File: src/rtl/serial_add_ctrl_pkg.sv
// Shared types and constants for the bit-serial adder controller.
// The controller imports the state enum, the default width and the counter-width helper from here.
package serial_add_pkg;

  typedef enum logic [1:0] {
    IDLE  = 2'd0,
    SHIFT = 2'd1,
    DONE  = 2'd2
  } state_e;

  localparam int DEFAULT_WIDTH = 8;

  // A bit counter that only has to reach w-1 needs $clog2(w) bits, never fewer than one.
  function automatic int cnt_width(input int w);
    return (w <= 2) ? 1 : $clog2(w);
  endfunction

endpackage

File: src/rtl/serial_add_ctrl_if.sv
// Operand and result handshakes of serial_add_ctrl.
// The ovf signal exists only when SERIAL_ADD_OVF_EN is defined.
interface serial_add_ctrl_if #(
  parameter int WIDTH = serial_add_pkg::DEFAULT_WIDTH
) ();

  logic             in_valid;
  logic             in_ready;
  logic [WIDTH-1:0] a;
  logic [WIDTH-1:0] b;
  logic             cin;
  logic             out_valid;
  logic             out_ready;
  logic [WIDTH-1:0] sum;
  logic             cout;
  logic             busy;
`ifdef SERIAL_ADD_OVF_EN
  logic             ovf;

  modport slave (
    input  in_valid, a, b, cin, out_ready,
    output in_ready, out_valid, sum, cout, busy, ovf
  );

  modport master (
    output in_valid, a, b, cin, out_ready,
    input  in_ready, out_valid, sum, cout, busy, ovf
  );
`else
  modport slave (
    input  in_valid, a, b, cin, out_ready,
    output in_ready, out_valid, sum, cout, busy
  );

  modport master (
    output in_valid, a, b, cin, out_ready,
    input  in_ready, out_valid, sum, cout, busy
  );
`endif

endinterface

File: src/rtl/serial_add_ctrl_fa_bit.sv
// One-bit combinational full adder.
// serial_add_ctrl instantiates it once and reuses it for every bit position.
module fa_bit (
  input  logic a,
  input  logic b,
  input  logic cin,
  output logic sum,
  output logic cout
);

  assign sum  = a ^ b ^ cin;
  assign cout = (a & b) | (cin & (a ^ b));

endmodule

File: src/rtl/serial_add_ctrl.sv
// Bit-serial adder: accepts a, b and cin, adds LSB-first through one full-adder cell and returns {cout,sum}.
// Defining SERIAL_ADD_OVF_EN adds the registered signed-overflow output ovf.
module serial_add_ctrl
  import serial_add_pkg::*;
#(
  parameter int WIDTH = DEFAULT_WIDTH
) (
  input  logic             clk,
  input  logic             rst_n,
  serial_add_ctrl_if.slave bus
);

  localparam int            CW       = cnt_width(WIDTH);
  localparam logic [CW-1:0] CNT_LAST = CW'(WIDTH - 1);

  state_e           state_q, state_d;
  logic [WIDTH-1:0] sa_q, sa_d;
  logic [WIDTH-1:0] sb_q, sb_d;
  logic [WIDTH-1:0] sum_q, sum_d;
  logic             c_q, c_d;
  logic [CW-1:0]    cnt_q, cnt_d;
  logic             in_ready_q, in_ready_d;
  logic             out_valid_q, out_valid_d;
  logic             busy_q, busy_d;
`ifdef SERIAL_ADD_OVF_EN
  logic             ovf_q, ovf_d;
`endif
  logic             fa_sum;
  logic             fa_cout;

  fa_bit u_fa (
    .a    (sa_q[0]),
    .b    (sb_q[0]),
    .cin  (c_q),
    .sum  (fa_sum),
    .cout (fa_cout)
  );

  always_comb begin
    state_d = state_q;
    sa_d    = sa_q;
    sb_d    = sb_q;
    sum_d   = sum_q;
    c_d     = c_q;
    cnt_d   = cnt_q;
`ifdef SERIAL_ADD_OVF_EN
    ovf_d   = ovf_q;
`endif
    case (state_q)
      IDLE: begin
        if (bus.in_valid) begin
          sa_d    = bus.a;
          sb_d    = bus.b;
          c_d     = bus.cin;
          cnt_d   = '0;
          state_d = SHIFT;
`ifdef SERIAL_ADD_OVF_EN
          ovf_d   = 1'b0;
`endif
        end
      end
      SHIFT: begin
        sa_d  = sa_q >> 1;
        sb_d  = sb_q >> 1;
        sum_d = {fa_sum, sum_q[WIDTH-1:1]};
        c_d   = fa_cout;
        if (cnt_q == CNT_LAST) begin
          // Wrap to zero instead of incrementing past WIDTH-1.
          cnt_d   = '0;
          state_d = DONE;
`ifdef SERIAL_ADD_OVF_EN
          // c_q is the carry into the MSB, fa_cout the carry out of it.
          ovf_d   = c_q ^ fa_cout;
`endif
        end else begin
          cnt_d = cnt_q + CW'(1);
        end
      end
      DONE: begin
        if (bus.out_ready) begin
          state_d = IDLE;
        end
      end
      default: state_d = IDLE;
    endcase

    // Handshake outputs follow the next state, so they are registered and never see in_valid/out_ready combinationally.
    in_ready_d  = (state_d == IDLE);
    out_valid_d = (state_d == DONE);
    busy_d      = (state_d != IDLE);
  end

  always_ff @(posedge clk or negedge rst_n) begin
    if (!rst_n) begin
      state_q     <= IDLE;
      sa_q        <= '0;
      sb_q        <= '0;
      sum_q       <= '0;
      c_q         <= 1'b0;
      cnt_q       <= '0;
      in_ready_q  <= 1'b0;
      out_valid_q <= 1'b0;
      busy_q      <= 1'b0;
`ifdef SERIAL_ADD_OVF_EN
      ovf_q       <= 1'b0;
`endif
    end else begin
      state_q     <= state_d;
      sa_q        <= sa_d;
      sb_q        <= sb_d;
      sum_q       <= sum_d;
      c_q         <= c_d;
      cnt_q       <= cnt_d;
      in_ready_q  <= in_ready_d;
      out_valid_q <= out_valid_d;
      busy_q      <= busy_d;
`ifdef SERIAL_ADD_OVF_EN
      ovf_q       <= ovf_d;
`endif
    end
  end

  assign bus.in_ready  = in_ready_q;
  assign bus.out_valid = out_valid_q;
  assign bus.busy      = busy_q;
  assign bus.sum       = sum_q;
  assign bus.cout      = c_q;
`ifdef SERIAL_ADD_OVF_EN
  assign bus.ovf       = ovf_q;
`endif

endmodule

File: src/flat_wrapper.sv
// flat-port wrapper written by rule: the top's interface ports become plain ports
module serial_add_ctrl_flat import serial_add_pkg::*;
#(
  parameter int WIDTH = DEFAULT_WIDTH
)
  (clk, rst_n, bus_in_valid, bus_a, bus_b, bus_cin, bus_out_ready, bus_in_ready, bus_out_valid, bus_sum, bus_cout, bus_busy);
  serial_add_ctrl_if #(.WIDTH(WIDTH)) bus_i ();
  input  logic clk;
  input  logic rst_n;
  input wire logic [$bits(bus_i.in_valid)-1:0] bus_in_valid;
  input wire logic [$bits(bus_i.a)-1:0] bus_a;
  input wire logic [$bits(bus_i.b)-1:0] bus_b;
  input wire logic [$bits(bus_i.cin)-1:0] bus_cin;
  input wire logic [$bits(bus_i.out_ready)-1:0] bus_out_ready;
  output wire logic [$bits(bus_i.in_ready)-1:0] bus_in_ready;
  output wire logic [$bits(bus_i.out_valid)-1:0] bus_out_valid;
  output wire logic [$bits(bus_i.sum)-1:0] bus_sum;
  output wire logic [$bits(bus_i.cout)-1:0] bus_cout;
  output wire logic [$bits(bus_i.busy)-1:0] bus_busy;
  assign bus_i.in_valid = bus_in_valid;
  assign bus_i.a = bus_a;
  assign bus_i.b = bus_b;
  assign bus_i.cin = bus_cin;
  assign bus_i.out_ready = bus_out_ready;
  assign bus_in_ready = bus_i.in_ready;
  assign bus_out_valid = bus_i.out_valid;
  assign bus_sum = bus_i.sum;
  assign bus_cout = bus_i.cout;
  assign bus_busy = bus_i.busy;
  serial_add_ctrl #(.WIDTH(WIDTH)) u_core (.clk(clk), .rst_n(rst_n), .bus(bus_i));
endmodule
File: config.mk
export PLATFORM = sky130hd
export DESIGN_NAME = serial_add_ctrl_flat
export DESIGN_NICKNAME = d
export VERILOG_FILES = /design/src/rtl/serial_add_ctrl_pkg.sv /design/src/rtl/serial_add_ctrl_if.sv /design/src/rtl/serial_add_ctrl_fa_bit.sv /design/src/rtl/serial_add_ctrl.sv /design/src/flat_wrapper.sv
export SDC_FILE = /design/constraint.sdc
export NUM_CORES = 1
export LEC_CHECK = 0
export CAP_MARGIN = 20
export CORE_UTILIZATION = 48
export CTS_CLUSTER_SIZE = 25
export DETAILED_ROUTE_END_ITERATION = 8
export PLACE_DENSITY = 0.73
export SLEW_MARGIN = 20
export SYNTH_ARGS = -nofsm -noshare
export SYNTH_HDL_FRONTEND = slang
export SYNTH_SLANG_ARGS = --single-unit
export TNS_END_PERCENT = 50
File: constraint.sdc
create_clock -name clk -period 3.48 [get_ports clk]
set_clock_uncertainty 0.05 [all_clocks]
set_input_delay 0.522 -clock clk [delete_from_list [all_inputs] [get_ports clk]]
set_output_delay 0.522 -clock clk [all_outputs]
set_load 0.01 [all_outputs]
==> results.sh <==
export IMPL_worstPathCellList="nand2b_1 > o22ai_1 > nor3_2"
export IMPL_synth_compound_area_share_pct=14.15
export IMPL_layout_common_cells="33 x dfrtp_1, 32 x clkdlybuf4s50_1, 30 x nand2_1"
export IMPL_synth_xor_xnor_area_share_pct=0
export IMPL_synth_area_um2=1583
export IMPL_critical_path_top_delay_family="simple AND/OR/NAND/NOR gates"
export IMPL_finalHoldViolations=0
export IMPL_critical_path_max_fanout=21
export IMPL_timing_worst_setup_path_type="flip-flop to flip-flop"
export IMPL_routedWlPerCell_um=13.34
export IMPL_die_y_um=59.43
export IMPL_clkLatencyLatePin_ns=0.34
export IMPL_post_cts_resized=0
export IMPL_yosys_cell_types_count=27
export IMPL_drv_slew=0
export IMPL_grt_use_total_pct=20.49
export IMPL_grt_pass1_vias=1224
export IMPL_worst_path_max_delay_cell="dfrtp_1"
export IMPL_max_stage_delay_ns=0.81
export IMPL_synthesis_instances=154
export IMPL_ir_drop_v=0.0003516
export IMPL_ys_seq_elements=33
export IMPL_period_share_pct=60.64
export IMPL_num_rows=20
export IMPL_routed_via_density=5.348
export IMPL_dpl_cell_area_um2=1893
export IMPL_numCtsBuffers=5
export IMPL_syn_to_final_growth_pct=24.03
export IMPL_ant_nets=0
export IMPL_cp_data_required_time_ns=3.69
export IMPL_outcome="complete, no violations"
export IMPL_cts_tree="built"
export IMPL_layout_commonest_cell="dfrtp_1"
export IMPL_cts_hold_buffers=0
export IMPL_worst_pin_slew_ns=0.8464
export IMPL_stdcell_area_um2=1963
export IMPL_yosys_area_share_simple_pct=25.30
export IMPL_clk_pin_slew_ns=0.10
export IMPL_cts_sinks=33
export IMPL_path_buf_inv=0
export IMPL_dieArea_um2=3531
export IMPL_die_w_um=59.43
export IMPL_hp_class="flip-flop to flip-flop"
export IMPL_wl_um=3069
export IMPL_cts_setup_buffers=0
export IMPL_grt_max_degree=34
export IMPL_initial_utilization_pct=51.01
export IMPL_io_pins=33
export IMPL_syn_area_per_cell_um2=10.28
export IMPL_slew_headroom_pct=43.57
export IMPL_end_kind="flip-flop"
export IMPL_worstPathArrival_ns=2.32
export IMPL_fin_crit_ns=2.110
export IMPL_max_freq_mhz=473.9
export IMPL_cts_buffer_depth=2
export IMPL_cts_root_buffer="clkbuf_4"
export IMPL_rsz0062_at_grt="no"
export IMPL_antennaDiodeCount=0
export IMPL_yosysWarningCount=0
export IMPL_vias=1230
export IMPL_synth_fa_ha_area_share_pct=2.846
export IMPL_p_leak_nw=0.8311
export IMPL_first_pass_iters=4
export IMPL_htree_levels=2
export IMPL_numPortBuffers=32
export IMPL_coreArea_um2=3103
export IMPL_drtIter0Drc=61
export IMPL_grt_overflow=0
export IMPL_worstSetupStartpointType="flip-flop"
export IMPL_syn_nets=178
export IMPL_synthMuxAreaShare_pct=0
export IMPL_cellPowerDensity_nw_per_um2=847.1
export IMPL_dpl_hpwl_um=2101
export IMPL_drive_gt1_share_pct=16.13
export IMPL_setup_tns_ns=0
export IMPL_drv_cap=0
export IMPL_synth_top_family_by_area="simple AND/OR/NAND/NOR gates"
export IMPL_drc=0
export IMPL_ys_seq_area_share_pct=52.17
export IMPL_nets=209
export IMPL_grt_pass1_wl_um=5299
export IMPL_power_w=0.001663
export IMPL_finalSetupViolCount=0
export IMPL_gpl_final_weighted_congestion=0.7633
export IMPL_holdWs_ns=0.4499
export IMPL_antenna_found_initial=0
-- logic make-up after synthesis --
group,after synthesis
AO/OA/AOI/OAI,25
adder cells (fa/ha/maj),3
buffers and inverters,12
flip-flops,33
AND/OR/NAND/NOR,81
-- worst min-delay path, cell delays in order (launching register included) --
cell and delay [ns]:
dfrtp_1 0.36, nand2_1 0.05, nand2_1 0.06
-- where the power goes --
| group | switching, W | internal, W |
|---|---|---|
| Sequential | 0.000156 | 0.000555 |
| Combinational | 0.000339 | 0.000366 |
| Clock | 0.000131 | 0.000117 |
| Total | 0.000625 | 0.00104 |
-- Yosys cell counts --
cell type  instances  share of area (%)
dfrtp_1           33                 52
nand2_1           30                7.1
nor3_1            18                5.7
nor2_1            17                4.0
nor3_2             9                5.7
o22ai_2            8                6.3
buf_2              6                1.9
o22ai_1            5                2.0
a21oi_2            2                1.1
a22o_1             2                1.1
a32oi_1            2                1.1
buf_6              2                1.4
ha_1               2                1.6
nand2b_1           2               0.79
nor2b_1            2               0.79
o21ai_0            2               0.63
o32ai_1            2                1.1
a21o_1             1               0.47
a21oi_1            1               0.32
and2_1             1               0.40
buf_12             1                1.3
buf_4              1               0.47
fa_1               1                1.3
inv_1              1               0.24
inv_2              1               0.24
or2_1              1               0.40
or3_1              1               0.40
-- state kept, by name, summed over array words and instances, names as in the netlist --
| register | cells |
|---|---|
| u_core.bus.out_valid | 1 |
| u_core.bus.in_ready | 1 |
| u_core.sb_q | 8 |
| u_core.state_q | 2 |
| u_core.bus.sum | 8 |
| u_core.cnt_q | 3 |
| u_core.bus.cout | 1 |
| u_core.sa_q | 8 |
| u_core.bus.busy | 1 |
-- worst paths after layout --
path | end | startpoint | slack [ns] | cells after the start
max reg2reg | u_core.sa_q[5] | u_core.state_q[1] | 1.37 | 3
min reg2reg | u_core.bus.sum[0] | u_core.bus.sum[0] | 0.45 | 2
max | u_core.sa_q[5] | u_core.state_q[1] | 1.37 | 3
max in group asynchronous | u_core.bus.in_ready | rst_n | 2.55 | 2
min in group asynchronous | u_core.sb_q[2] | rst_n | 0.53 | 2
min | u_core.bus.sum[0] | u_core.bus.sum[0] | 0.45 | 2
-- layout make-up --
type,instances,area [um2]
timing repair buffer,34,335.3
multi-input combinational,109,669.4
tap,44,55.05
clock inverter,1,5.005
clock buffer,7,65.06
sequential,33,825.8
fill,299,1140
inverter,2,7.507
-- layer usage --
| metal | vias to the layer above | wire length [um] | share of wire (%) | GRT usage (%) |
|---|---|---|---|---|
| met1 | 583 | 1343 | 44 | 24.12 |
| met2 | 45 | 1511 | 49 | 34.83 |
| met4 | 0 | 43 | 1.4 | 8.163 |
| met5 | - | 0 | 0 | 0 |
| met3 | 8 | 170 | 5.5 | 6.114 |
| li1 | 594 | - | - | - |
-- metrics by stage --
step                      std cells  worst slack [ns]  util, %
after floorplan                 154             2.148        -
after global placement          222             1.231    61.01
after detailed placement        222             1.174    61.01
after CTS                       230             1.365    63.27
after global routing            230             1.206    63.27
final                           230             1.370    63.27
Note: power is estimated with default switching activity, not from simulation.
